## src/rtl/systolic_tile_sched_if.sv

```systemverilog
// Control/command bundle for systolic_tile_sched.
//   master : the scheduler (drives the command stream, status and counters)
//   slave  : control register file + systolic array side
// Signals:
//   start, abort, m_tiles, n_tiles, k_tiles : job control into the scheduler
//   cmd_valid/cmd_ready, cmd_op, cmd_row, cmd_col, cmd_k, cmd_acc : command stream
//   busy, done, err, mac_count, stall_count : status back to the register file
interface systolic_tile_sched_if #(
    parameter int unsigned TILE_BITS = 4,
    parameter int unsigned CNT_W     = 16
);
    logic                 start;
    logic                 abort;
    logic [TILE_BITS-1:0] m_tiles;
    logic [TILE_BITS-1:0] n_tiles;
    logic [TILE_BITS-1:0] k_tiles;

    logic                 cmd_valid;
    logic                 cmd_ready;
    logic [1:0]           cmd_op;
    logic [TILE_BITS-1:0] cmd_row;
    logic [TILE_BITS-1:0] cmd_col;
    logic [TILE_BITS-1:0] cmd_k;
    logic                 cmd_acc;

    logic                 busy;
    logic                 done;
    logic                 err;
    logic [CNT_W-1:0]     mac_count;
    logic [CNT_W-1:0]     stall_count;

    modport master (
        input  start, abort, m_tiles, n_tiles, k_tiles, cmd_ready,
        output cmd_valid, cmd_op, cmd_row, cmd_col, cmd_k, cmd_acc,
        output busy, done, err, mac_count, stall_count
    );

    modport slave (
        output start, abort, m_tiles, n_tiles, k_tiles, cmd_ready,
        input  cmd_valid, cmd_op, cmd_row, cmd_col, cmd_k, cmd_acc,
        input  busy, done, err, mac_count, stall_count
    );
endinterface

```

## src/rtl/systolic_tile_sched.sv

```systemverilog
// Tile scheduler for the 32x32 systolic matmul datapath.
// Walks an M x N grid of output tiles (i outer, j middle, k inner reduction)
// and issues LOAD_A, LOAD_B, MAC per k step followed by one DRAIN per (i,j)
// over a valid/ready command handshake. Reports done/err pulses, busy, and
// MAC / stall counters (saturating, cleared on an accepted start).
// Ports:
//   clk   : system clock
//   reset : asynchronous, active-high reset
//   bus   : systolic_tile_sched_if.master (job control, command stream, status)
// Configuration macro:
//   SCHED_STALL_CNT_EN : when defined, stall_count counts cycles with
//                        cmd_valid && !cmd_ready; otherwise it is tied to 0.
module systolic_tile_sched #(
    parameter int unsigned TILE_BITS = 4,
    parameter int unsigned CNT_W     = 16
) (
    input  logic                 clk,
    input  logic                 reset,
    systolic_tile_sched_if.master bus
);

    localparam logic [1:0] OP_LOAD_A = 2'b00;
    localparam logic [1:0] OP_LOAD_B = 2'b01;
    localparam logic [1:0] OP_MAC    = 2'b10;
    localparam logic [1:0] OP_DRAIN  = 2'b11;

    typedef enum logic [2:0] {
        S_IDLE,
        S_LOAD_A,
        S_LOAD_B,
        S_MAC,
        S_DRAIN,
        S_DONE
    } state_t;

    state_t state, state_n;

    // Latched job dimensions
    logic [TILE_BITS-1:0] m_r, n_r, k_r;
    // Loop indices and their next values
    logic [TILE_BITS-1:0] i_r, j_r, kk_r;
    logic [TILE_BITS-1:0] i_n, j_n, kk_n;

    logic fire_c;
    logic accept_c;
    logic reject_c;
    logic dims_ok_c;

    // Next values of the registered command outputs
    logic                 cmd_valid_n;
    logic [1:0]           cmd_op_n;
    logic [TILE_BITS-1:0] cmd_row_n;
    logic [TILE_BITS-1:0] cmd_col_n;
    logic [TILE_BITS-1:0] cmd_k_n;
    logic                 cmd_acc_n;

    assign fire_c    = bus.cmd_valid && bus.cmd_ready;
    assign dims_ok_c = (bus.m_tiles != '0) && (bus.n_tiles != '0) && (bus.k_tiles != '0);

    // State register
    always_ff @(posedge clk or posedge reset) begin
        if (reset) begin
            state <= S_IDLE;
        end else begin
            state <= state_n;
        end
    end

    // Next-state, index advance and command decode
    always_comb begin
        state_n     = state;
        i_n         = i_r;
        j_n         = j_r;
        kk_n        = kk_r;
        accept_c    = 1'b0;
        reject_c    = 1'b0;
        cmd_valid_n = 1'b0;
        cmd_op_n    = OP_LOAD_A;
        cmd_row_n   = '0;
        cmd_col_n   = '0;
        cmd_k_n     = '0;
        cmd_acc_n   = 1'b0;

        case (state)
            S_IDLE: begin
                if (bus.start) begin
                    if (dims_ok_c) begin
                        accept_c = 1'b1;
                        state_n  = S_LOAD_A;
                        i_n      = '0;
                        j_n      = '0;
                        kk_n     = '0;
                    end else begin
                        reject_c = 1'b1;
                    end
                end
            end
            S_LOAD_A: begin
                if (fire_c) begin
                    state_n = S_LOAD_B;
                end
            end
            S_LOAD_B: begin
                if (fire_c) begin
                    state_n = S_MAC;
                end
            end
            S_MAC: begin
                if (fire_c) begin
                    if (kk_r != k_r - TILE_BITS'(1)) begin
                        kk_n    = kk_r + TILE_BITS'(1);
                        state_n = S_LOAD_A;
                    end else begin
                        state_n = S_DRAIN;
                    end
                end
            end
            S_DRAIN: begin
                if (fire_c) begin
                    kk_n = '0;
                    if (j_r == n_r - TILE_BITS'(1)) begin
                        j_n = '0;
                        if (i_r == m_r - TILE_BITS'(1)) begin
                            state_n = S_DONE;
                        end else begin
                            i_n     = i_r + TILE_BITS'(1);
                            state_n = S_LOAD_A;
                        end
                    end else begin
                        j_n     = j_r + TILE_BITS'(1);
                        state_n = S_LOAD_A;
                    end
                end
            end
            S_DONE: begin
                state_n = S_IDLE;
            end
            default: begin
                state_n = S_IDLE;
            end
        endcase

        // Abort overrides any in-flight progress; a same-cycle handshake still counts
        if (bus.abort && (state != S_IDLE)) begin
            state_n = S_IDLE;
        end

        // Command outputs are decoded from the next state so they can be registered;
        // during a stall state and indices hold, so the fields hold too.
        case (state_n)
            S_LOAD_A: begin
                cmd_valid_n = 1'b1;
                cmd_op_n    = OP_LOAD_A;
                cmd_row_n   = i_n;
                cmd_k_n     = kk_n;
            end
            S_LOAD_B: begin
                cmd_valid_n = 1'b1;
                cmd_op_n    = OP_LOAD_B;
                cmd_col_n   = j_n;
                cmd_k_n     = kk_n;
            end
            S_MAC: begin
                cmd_valid_n = 1'b1;
                cmd_op_n    = OP_MAC;
                cmd_row_n   = i_n;
                cmd_col_n   = j_n;
                cmd_k_n     = kk_n;
                cmd_acc_n   = (kk_n != '0);
            end
            S_DRAIN: begin
                cmd_valid_n = 1'b1;
                cmd_op_n    = OP_DRAIN;
                cmd_row_n   = i_n;
                cmd_col_n   = j_n;
            end
            default: begin
                cmd_valid_n = 1'b0;
            end
        endcase
    end

    // Job dimensions and loop indices
    always_ff @(posedge clk or posedge reset) begin
        if (reset) begin
            m_r  <= '0;
            n_r  <= '0;
            k_r  <= '0;
            i_r  <= '0;
            j_r  <= '0;
            kk_r <= '0;
        end else begin
            if (accept_c) begin
                m_r <= bus.m_tiles;
                n_r <= bus.n_tiles;
                k_r <= bus.k_tiles;
            end
            i_r  <= i_n;
            j_r  <= j_n;
            kk_r <= kk_n;
        end
    end

    // Registered command and status outputs
    always_ff @(posedge clk or posedge reset) begin
        if (reset) begin
            bus.cmd_valid <= 1'b0;
            bus.cmd_op    <= OP_LOAD_A;
            bus.cmd_row   <= '0;
            bus.cmd_col   <= '0;
            bus.cmd_k     <= '0;
            bus.cmd_acc   <= 1'b0;
            bus.busy      <= 1'b0;
            bus.done      <= 1'b0;
            bus.err       <= 1'b0;
        end else begin
            bus.cmd_valid <= cmd_valid_n;
            bus.cmd_op    <= cmd_op_n;
            bus.cmd_row   <= cmd_row_n;
            bus.cmd_col   <= cmd_col_n;
            bus.cmd_k     <= cmd_k_n;
            bus.cmd_acc   <= cmd_acc_n;
            bus.busy      <= (state_n != S_IDLE);
            bus.done      <= (state_n == S_DONE);
            bus.err       <= reject_c;
        end
    end

    // Accepted MAC commands, saturating
    always_ff @(posedge clk or posedge reset) begin
        if (reset) begin
            bus.mac_count <= '0;
        end else if (accept_c) begin
            bus.mac_count <= '0;
        end else if (fire_c && (state == S_MAC) && (bus.mac_count != '1)) begin
            bus.mac_count <= bus.mac_count + CNT_W'(1);
        end
    end

`ifdef SCHED_STALL_CNT_EN
    // Back-pressure cycles, saturating
    always_ff @(posedge clk or posedge reset) begin
        if (reset) begin
            bus.stall_count <= '0;
        end else if (accept_c) begin
            bus.stall_count <= '0;
        end else if (bus.cmd_valid && !bus.cmd_ready && (bus.stall_count != '1)) begin
            bus.stall_count <= bus.stall_count + CNT_W'(1);
        end
    end
`else
    assign bus.stall_count = '0;
`endif

endmodule
```

## src/flat_wrapper.sv

```systemverilog
// flat-port wrapper written by rule: the top's interface ports become plain ports
module systolic_tile_sched_flat 
#(
    parameter int unsigned TILE_BITS = 4,
    parameter int unsigned CNT_W     = 16
)
  (clk, reset, bus_start, bus_abort, bus_m_tiles, bus_n_tiles, bus_k_tiles, bus_cmd_ready, bus_cmd_valid, bus_cmd_op, bus_cmd_row, bus_cmd_col, bus_cmd_k, bus_cmd_acc, bus_busy, bus_done, bus_err, bus_mac_count, bus_stall_count);
  systolic_tile_sched_if #(.TILE_BITS(TILE_BITS), .CNT_W(CNT_W)) bus_i ();
  input  logic clk;
  input  logic reset;
  input wire logic [$bits(bus_i.start)-1:0] bus_start;
  input wire logic [$bits(bus_i.abort)-1:0] bus_abort;
  input wire logic [$bits(bus_i.m_tiles)-1:0] bus_m_tiles;
  input wire logic [$bits(bus_i.n_tiles)-1:0] bus_n_tiles;
  input wire logic [$bits(bus_i.k_tiles)-1:0] bus_k_tiles;
  input wire logic [$bits(bus_i.cmd_ready)-1:0] bus_cmd_ready;
  output wire logic [$bits(bus_i.cmd_valid)-1:0] bus_cmd_valid;
  output wire logic [$bits(bus_i.cmd_op)-1:0] bus_cmd_op;
  output wire logic [$bits(bus_i.cmd_row)-1:0] bus_cmd_row;
  output wire logic [$bits(bus_i.cmd_col)-1:0] bus_cmd_col;
  output wire logic [$bits(bus_i.cmd_k)-1:0] bus_cmd_k;
  output wire logic [$bits(bus_i.cmd_acc)-1:0] bus_cmd_acc;
  output wire logic [$bits(bus_i.busy)-1:0] bus_busy;
  output wire logic [$bits(bus_i.done)-1:0] bus_done;
  output wire logic [$bits(bus_i.err)-1:0] bus_err;
  output wire logic [$bits(bus_i.mac_count)-1:0] bus_mac_count;
  output wire logic [$bits(bus_i.stall_count)-1:0] bus_stall_count;
  assign bus_i.start = bus_start;
  assign bus_i.abort = bus_abort;
  assign bus_i.m_tiles = bus_m_tiles;
  assign bus_i.n_tiles = bus_n_tiles;
  assign bus_i.k_tiles = bus_k_tiles;
  assign bus_i.cmd_ready = bus_cmd_ready;
  assign bus_cmd_valid = bus_i.cmd_valid;
  assign bus_cmd_op = bus_i.cmd_op;
  assign bus_cmd_row = bus_i.cmd_row;
  assign bus_cmd_col = bus_i.cmd_col;
  assign bus_cmd_k = bus_i.cmd_k;
  assign bus_cmd_acc = bus_i.cmd_acc;
  assign bus_busy = bus_i.busy;
  assign bus_done = bus_i.done;
  assign bus_err = bus_i.err;
  assign bus_mac_count = bus_i.mac_count;
  assign bus_stall_count = bus_i.stall_count;
  systolic_tile_sched #(.TILE_BITS(TILE_BITS), .CNT_W(CNT_W)) u_core (.clk(clk), .reset(reset), .bus(bus_i));
endmodule
```

## config.mk

```make
export PLATFORM = sky130hd
export DESIGN_NAME = systolic_tile_sched_flat
export DESIGN_NICKNAME = d
export VERILOG_FILES = /design/src/rtl/systolic_tile_sched_if.sv /design/src/rtl/systolic_tile_sched.sv /design/src/flat_wrapper.sv
export SDC_FILE = /design/constraint.sdc
export NUM_CORES = 1
export LEC_CHECK = 0
export CAP_MARGIN = 20
export CORE_ASPECT_RATIO = 0.75
export CORE_MARGIN = 5
export CORE_UTILIZATION = 37
export CTS_CLUSTER_SIZE = 24
export DETAILED_ROUTE_END_ITERATION = 7
export GPL_ROUTABILITY_DRIVEN = 0
export PLACE_DENSITY = 0.62
export SYNTH_ARGS = -nofsm -noshare
export SYNTH_HDL_FRONTEND = slang
export SYNTH_SLANG_ARGS = --single-unit
```

## constraint.sdc

```tcl
create_clock -name clk -period 2.5 [get_ports clk]
set_clock_uncertainty 0.2 [all_clocks]
set_input_delay 0.5 -clock clk [delete_from_list [all_inputs] [get_ports clk]]
set_output_delay 0.5 -clock clk [all_outputs]
set_load 0.01 [all_outputs]
```

==> run summary, run 1 <==
Status: complete, no violations
Syn avg cell area: 10.1 um2
Most frequent cells in the layout: dfrtp_1, buf_4, clkdlybuf4s50_1
Vias in the first global route: 2533
Leak: 2.26 nW
Tot GR Track Use: 14.2%
# setup viols final: 0
WP data arrival: 2340 ps
Pre-CTS setup slack: -508 ps
Chip height: 90.8 um
Largest net degree at the start of global routing: 34
Pwr Density: 824 nW/um2
Total power: 3.81 mW
F_max: 425 MHz
CTS Buffer Depth: 2
Critical path peak fanout: 6
Post-DRT Antenna Nets: 0
Synth async-reset ratio: 100%
PnR worst setup slack: 145 ps
Sequential area share after synthesis: 48.2%
Final min period: 2350 ps
IO Port Bufs: 51
Clock-pin slew on the worst setup and hold paths: 50 ps
Worst hold path type: in2async
Dominant cell type by area after synthesis: dfrtp_1
Num CTS Buffers: 9
Final Hold Viols: 0
Area growth syn-to-layout: 43.7%
Critical path type: reg2reg
CTS Hold Buffers Added: 0
Max Slew Vio Count: 0
DRC Markers: 0
Post-synth cell types: 54
Antenna cells: 0
Most common cell after layout, fill and taps aside: dfrtp_1
Area occupied by multi-input gates: 1630 um2
Crit end category: flop
Ys flop type: dfrtp_1
Sequential Area: 1550 um2
Layout cell share with drive strength beyond 1: 24.6%
Slowest cell on the critical path: or4b_4
Num ports: 68
Synth Instances: 320
Wire per inst: 13.9 um
Fillers: 759
Final #Nets: 446
Clock sinks: 62
H-Tree Depth: 3
Synth Cell Area: 3220 um2
#FFs+latches synth: 62
Worst skew pair latency: 330 ps
Area of the die: 10700 um2
CTS tree: built
Die extent in x: 118 um
Crit-path cells: or4b_4 > and4b_2 > buf_6 > nor2_1 > a211oi_2 > buf_4 > a41oi_1
DP Wirelength: 5500 um
Initial antenna violation count: 0
Critical Path RT: 2490 ps
Crit path launch type: flop
Initial core utilization: 37.9%
Area contributors post-synth: dfrtp_1, xor2_1, nand2_1
Worst VDD drop: 0.383 mV
Drt pass-1 iters: 4
Total grt overflow: 0
Max-cap violation count: 0
Vias: 2577
Core ar.: 8490 um2
Yosys warning count: 0
Total wire length: 7460 um
Global-route wire length before repair: 12400 um
# rows: 29
1st-iter DRT viols: 221
CTS root buf: clkbuf_16
Vias per cell: 4.82
EDFF count, synth: 0
Final worst-path cycle share: 94.2%
Crit path largest cell delay: 540 ps
Yosys top cell area share: 48.2%
[path summary, 6_finish.rpt]
check | from | to | slack [ps] | depth (start not counted)
setup / recovery | u_core.state[1]$_DFF_PP0_ | u_core.bus.cmd_acc$_DFF_PP0_ | 150 | 7
hold / removal | reset | u_core.k_r[0]$_DFFE_PP0P_ | 230 | 2
setup reg to reg | u_core.state[1]$_DFF_PP0_ | u_core.bus.cmd_acc$_DFF_PP0_ | 150 | 7
hold reg to reg | u_core.n_r[3]$_DFFE_PP0P_ | u_core.n_r[3]$_DFFE_PP0P_ | 320 | 1
max in group asynchronous | reset | u_core.bus.cmd_row[2]$_DFF_PP0_ | 1320 | 3
min in group clk | bus_n_tiles[3] | u_core.n_r[3]$_DFFE_PP0P_ | 250 | 2
[what timing repair did]
action | 4_1_cts | 5_1_grt
resized for setup | 10 | 33
setup buffers | 2 | 1
pin swaps | 4 | 11
gates cloned | 0 | 0
setup endpoints to repair | 18 | 27
[stage by stage]
stage          area, um2  setup TNS [ps]  hold slack (ps)  instances  utilization, %
6_report            4630               0              235        535            54.5
3_5_place_dp        4120          -15940              321        516            48.5
2_1_floorplan       3280               0              286        335               -
3_3_place_gp        4120          -13010              315        516            48.5
5_1_grt             4630           -1.20              262        535            54.5
4_1_cts             4490           -6.69              237        534            52.9
[critical path, delay by kind of cell (launching register included)]
| kind | cells | cell delay, ps |
|---|---|---|
| AND/OR/NAND/NOR | 3 | 980 |
| buffers and inverters | 2 | 270 |
| flip-flops | 1 | 440 |
| AO/OA/AOI/OAI | 2 | 320 |
[cell usage after synthesis, types with 6 or more instances]
cell and instances:
dfrtp_1 62, inv_1 15, o21ai_0 13, a21oi_1 10, xnor2_1 15, nand2_1 35
buf_4 16, nand3_1 6, and3_1 7, xor2_1 18, mux2_2 6, ha_1 7
nor2_1 30, nor3_1 8
[layer usage]
metal	track usage (%)	wire length, um
met5	0	0
met4	5.16	102
met1	20.0	3570
met2	20.7	3340
met3	4.07	445
[where the power goes]
part           internal, mW  leakage (nW)  switching (mW)  total [mW]
Sequential             1.14         0.837           0.116        1.26
Clock                 0.870         0.152           0.437        1.31
Combinational         0.613          1.27           0.638        1.25
[registers in the layout, indices dropped and copies added (netlist names)]
signal,count
u_core.m_r,4
u_core.state,3
u_core.bus.busy,1
u_core.bus.cmd_valid,1
u_core.bus.cmd_row,4
u_core.bus.cmd_col,4
u_core.bus.cmd_acc,1
u_core.i_r,4
u_core.bus.done,1
u_core.kk_r,4
u_core.bus.cmd_op,2
u_core.k_r,4
u_core.bus.err,1
u_core.j_r,4
u_core.bus.cmd_k,4
u_core.n_r,4
u_core.bus.mac_count,16
[layout make-up]
cell class	instances	area share, %
Clock inverter	6	1.86
Clock buffer	10	4.95
Inverter	15	1.22
Timing Repair Buffer	101	20.4
Sequential cell	62	33.5
Tap cell	108	2.92
Multi-Input combinational cell	233	35.2
[kinds of logic (layout without fill, tap and decap cells)]
group	Yosys count	count (layout)	share of synthesized area (%)
muxes	8	8	2.72
and+or+nand+nor	116	116	18.5
other	1	16	0.116
adders and majority gates	8	8	3.03
DFF	62	62	48.2
AOI/OAI and AO/OA	51	51	10.9
xor gates and xnor gates	34	34	9.71
buffers and inverters	40	132	6.92
(Power assumes the default switching activity.)
==> inputs of run 2 (changes only) <==
- CELL_PAD_IN_SITES_DETAIL_PLACEMENT: default -> 0
- CELL_PAD_IN_SITES_GLOBAL_PLACEMENT: default -> 1
- CORE_UTILIZATION: 37 -> 35
- PLACE_DENSITY: 0.62 -> 0.74
==> run 2 against run 1 <==
Compared with the run above:
- utilization shrank 3.6 points
- clock power shrank 6%
- wire length grew 3.0%
- critical endpoint is now u_core.bus.cmd_valid$_DFF_PP0_
- register-to-register slack lost 20 ps
==> run summary, run 2 (synthesis results as in run 1) <==
R2R cell count: 10 (+3)
WP data arrival: 2410 ps (+70 ps)
# rows: 30 (+3.4%)
Cell internal pwr: 2.63 mW (+0.17%)
Core ar.: 9010 um2 (+6.1%)
Critical Path RT: 2510 ps (+20 ps)
Layout cell share with drive strength beyond 1: 22.9% (-1.7 points)
DP Wirelength: 5560 um (+1.1%)
Critical path peak fanout: 5 (-1)
F_max: 417 MHz (-1.9%)
CTS Buffer Depth: 2 (unchanged)
Crit end category: flop
Num ports: 68 (unchanged)
CTS root buf: clkbuf_16
Largest net degree at the start of global routing: 63 (+85%)
Drt pass-1 iters: 4 (unchanged)
Final Util: 50.9% (-3.6 points)
Status: complete, no violations
CTS tree: built
Critical path type: in2reg
Chip height: 93.1 um (+2.5%)
Worst VDD drop: 0.463 mV (+21%)
Setup TNS Final: 0 ps (unchanged)
PnR worst setup slack: 99.4 ps (-45.9 ps)
Vias per cell: 4.79 (-0.46%)
Worst hold path type: in2reg
Final Non-Filler Cells: 536 (+0.19%)
Tot GR Track Use: 14.3% (+0.13 points)
Dpl cells: 519 (+0.58%)
Post-DRT Antenna Nets: 0 (unchanged)
Clock power share: 32.5% (-1.7 points)
Max-cap violation count: 0 (unchanged)
Hold depth: 3
Worst skew pair latency: 330 ps (about the same)
Final Hold Viols: 0 (unchanged)
Total wire length: 7680 um (+3.0%)
1st-iter DRT viols: 163 (-26%)
# setup viols final: 0 (unchanged)
Antenna cells: 0 (unchanged)
Initial core utilization: 35.8% (-2.2 points)
Vias in the first global route: 2542 (+0.36%)
Wire per inst: 14.3 um (+2.8%)
Clock-pin slew on the worst setup and hold paths: 50 ps (about the same)
H-Tree Depth: 3 (unchanged)
Most frequent cells in the layout: dfrtp_1, buf_4, clkdlybuf4s50_1
Hold WS: 222 ps (-12.6 ps)
Initial antenna violation count: 0 (unchanged)
IO Port Bufs: 51 (unchanged)
Final worst-path cycle share: 96.0% (+1.8 points)
Leak: 2.22 nW (-1.8%)
Most common cell after layout, fill and taps aside: dfrtp_1
Vias: 2570 (-0.27%)
Pre-CTS setup slack: -529 ps (-21.8 ps)
Top reg by flops: u_core.bus.mac_count
Final min period: 2400 ps (+45.9 ps)
Global-route wire length before repair: 12500 um (+1.5%)
Switch share: 30.7% (-0.55 points)
Fillers: 845 (+11%)
Die extent in x: 121 um (+2.6%)
DRC Markers: 0 (unchanged)
Total grt overflow: 0 (unchanged)
Area of the die: 11200 um2 (+5.2%)
Crit path launch type: input port
Worst slew pin tran: 536 ps
Combinational fraction of design power: 34.5% (+1.7 points)
Num CTS Buffers: 9 (unchanged)
Reg power frac: 33.0% (about the same)
Final #Nets: 446 (unchanged)
CTS Hold Buffers Added: 0 (unchanged)
Clock sinks: 62 (unchanged)
Switching Power: 1.16 mW (-2.4%)
Max Slew Vio Count: 0 (unchanged)
Slew HR: 64.0%
Pwr Density: 827 nW/um2 (+0.35%)
Max FFs per register: 16 (unchanged)
Area growth syn-to-layout: 42.3%
==> run 2: power groups by stage <==
stage	logic [mW]	registers [mW]	clock network [mW]
after detailed placement	1.15	1.26	0
final	1.31	1.25	1.23
after floorplan	0.773	1.25	0
after CTS	1.26	1.25	1.27
after global routing	1.43	1.27	1.31
after global placement	1.13	1.26	0
==> run 2: worst max-delay path, cell delays in order <==
cell and delay, ps:
clkdlybuf4s50_1 410, or4_4 420, and4b_2 260, nor3_4 210
buf_6 130, o21bai_4 80, o21bai_1 180, buf_4 160
nand2_1 50
==> run 2: final cells by class <==
| cell class | instances | area (um2) | area share (%) |
|---|---|---|---|
| Multi-Input combinational cell | 233 | 1600 | 35.0 |
| Sequential cell | 62 | 1550 | 33.8 |
| Timing Repair Buffer | 101 | 936 | 20.4 |
| Clock buffer | 12 | 267 | 5.81 |
| Tap cell | 112 | 140 | 3.06 |
| Inverter | 15 | 56.3 | 1.23 |
| Clock inverter | 1 | 30.0 | 0.655 |
==> run 2: worst paths after layout <==
path	start	endpoint	slack (ps)
worst max-delay path	bus_n_tiles[1]	u_core.bus.cmd_valid$_DFF_PP0_	100
worst min-delay path	bus_m_tiles[1]	u_core.m_r[1]$_DFFE_PP0P_	220
worst max register to register	u_core.k_r[0]$_DFFE_PP0P_	u_core.bus.cmd_valid$_DFF_PP0_	130
worst min register to register	u_core.m_r[3]$_DFFE_PP0P_	u_core.m_r[3]$_DFFE_PP0P_	340
max in group asynchronous	reset	u_core.n_r[1]$_DFFE_PP0P_	1470
min in group asynchronous	reset	u_core.bus.cmd_k[0]$_DFF_PP0_	350
==> run 2: routing by layer <==
| layer | up-vias | share of wire, % | track usage (%) |
|---|---|---|---|
| li1 | 1272 | - | - |
| met1 | 1229 | 49 | 19.6 |
| met2 | 57 | 45 | 21.1 |
| met3 | 12 | 5.4 | 5.38 |
| met4 | 0 | 1.3 | 4.34 |
| met5 | - | 0 | 0 |
==> run 2: through the flow <==
| step | instance area [um2] | power [mW] |
|---|---|---|
| after floorplan | 3280 | 2.02 |
| after global placement | 4120 | 2.38 |
| after detailed placement | 4120 | 2.42 |
| after CTS | 4500 | 3.78 |
| after global routing | 4580 | 4.01 |
| final | 4580 | 3.79 |
==> run 2: what timing repair did <==
| item | in CTS | in global routing |
|---|---|---|
| resized for setup | 14 | 22 |
| pin swaps | 4 | 13 |
| gates cloned | 0 | 0 |
| setup buffers | 3 | 1 |
| setup endpoints to repair | 19 | 16 |
| endpoints found under the hold margin | 0 | 0 |
==> inputs of run 3 (changes only) <==
- CAP_MARGIN: 20 -> default
==> results of run 3 <==
No change in the layout: final DEF, timing and power equal those of run 2.
==> variant, RTL diff (config.mk and constraints of run 3) <==
Take the reset off `kk_r` and load it in a clocked block of its own.
--- a/src/rtl/systolic_tile_sched.sv
+++ b/src/rtl/systolic_tile_sched.sv
@@ -190,3 +190,2 @@
             j_r  <= '0;
-            kk_r <= '0;
         end else begin
@@ -199,4 +198,7 @@
             j_r  <= j_n;
-            kk_r <= kk_n;
-        end
+        end
+    end
+
+    always_ff @(posedge clk) begin
+        kk_r <= kk_n;
     end
Behaviour: same outputs for any inputs over 10 cycles, from zero or initial values and one cycle with reset high; that may be too few to reach the edited logic, so the function may still have changed.
==> variant against run 3 <==
  * Combinational power down 6%
  * First-iteration DRC count fell by 13%
  * Sequential cell count unchanged
  * Setup slack worse by 0.055 ns
  * Die area shrank 0.56%
  * Area after synthesis is 0.62% lower
  * Design area shrank 3.3%
  * Wire length down 2.9%
  * Power shrank 5.3%
  * Critical path type unchanged
  * Critical endpoint is now u_core.bus.cmd_row[2]
  * Largest cell class unchanged
==> variant: results (changes against run 3) <==
metric	value	unit	change
grt_max_degree	59		-6.3%
vdd_drop_max	0.000306	V	-34%
wl_met2	3190	um	-7.2%
cp_max_fo	4		-1
routed_wl	7460	um	-2.9%
synthFlopType	dfrtp_1		
nClkBuffers	12		unchanged
antenna_found_initial	0		unchanged
clock_area_frac	0.0607		-0.00402
regArea	1530	um2	-1.3%
rrSetupSlack	0.15	ns	+0.02 ns
yosysSeqAreaShare	0.478		-0.00324
dp_hpwl	5400	um	-2.7%
critPathLaunch	bus_n_tiles[2]		
dp_cells	513		-1.2%
ys_types	55		+1.9%
cts_root_buf	clkbuf_16		
cp-endpoint	u_core.bus.cmd_row[2]		
async_flop_share	0.935		-0.0645
drive_above_1_share	0.211		-0.0182
inverters	15		unchanged
top_layer	met4		
drtIter0Drc	142		-13%
place_ws	-0.513	ns	+0.0167 ns
grt_pass1_wl	12300	um	-1.8%
syn_area_per_cell	10.0	um2	-0.62%
slew-limit-headroom	0.610		-0.0306
worstPathArrival	2.50	ns	+0.09 ns
nonClkBufAreaFrac	0.190		-0.0140
pwr-share-clk	0.314		-0.011
layout_min_cycle_time	2.46	ns	+0.0547 ns
buffers	92		-8.9%
gr-usage-all-layers	0.141		-0.00242
synth.top_cells.by_count	dfrtp_1, nand2_1, nor2_1, xor2_1, buf_4		
cts_max_level	3		unchanged
cpLargestDelayFamily	simple AND/OR/NAND/NOR gates		
nMultiInputCombCells	233		unchanged
min-delay-start	bus_k_tiles[1]		
grt_util_met3	0.0421		-0.0117
hold_slack	0.256	ns	+0.0336 ns
grt_use_met2	0.199		-0.0116
final-instance-count-excl-fill	530		-1.1%
finalNetCount	437		-2.0%
numCtsBuffers	9		unchanged
routedLengthMet1	3750	um	+0.62%
min_path_cells	3		unchanged
diodes	0		unchanged
grt_util_met1	0.198		+0.00252
fillCellCount	850		+0.59%
routed-wl-met3	354	um	-15%
avgViaCountPerCell	4.72		-1.7%
multi_input_area	1590	um2	-0.62%
swShare	0.323		+0.0168
min_to	u_core.k_r[1]		
leakagePower	2.09	nW	-5.8%
ys_top_cells_by_area	dfrtp_1, xor2_1, nand2_1		
grt_pass1_vias	2471		-2.8%
status	completed		
rr_startpoint	u_core.k_r[1]		
==> variant: cell count changes after synthesis <==
| cell | delta |
|---|---|
| dfrtp_1 | -4 |
| dfxtp_1 | +4 |
==> variant: per-stage QoR <==
step,instance area [um2],power (mW)
after floorplan,3260,2.02
after global placement,4050,2.37
after detailed placement,4050,2.39
after CTS,4350,3.55
after global routing,4430,3.82
final,4430,3.59
==> variant: kinds of logic (layout without fill, tap and decap cells) <==
logic type / Yosys count / after routing / synth area share
simple gates: 116 / 116 / 0.186
xor+xnor: 34 / 34 / 0.0977
fa+ha+maj: 8 / 8 / 0.0305
buf+inv: 40 / 123 / 0.0696
mux: 8 / 8 / 0.0274
other cells: 1 / 16 / 0.00117
compound gates: 51 / 51 / 0.109
flops: 62 / 62 / 0.478
==> variant: timing repair <==
action | in CTS | in global routing
endpoints found under the setup margin | 19 | 22
buffers inserted | 0 | 1
pin swaps | 3 | 5
gates resized for setup | 13 | 18
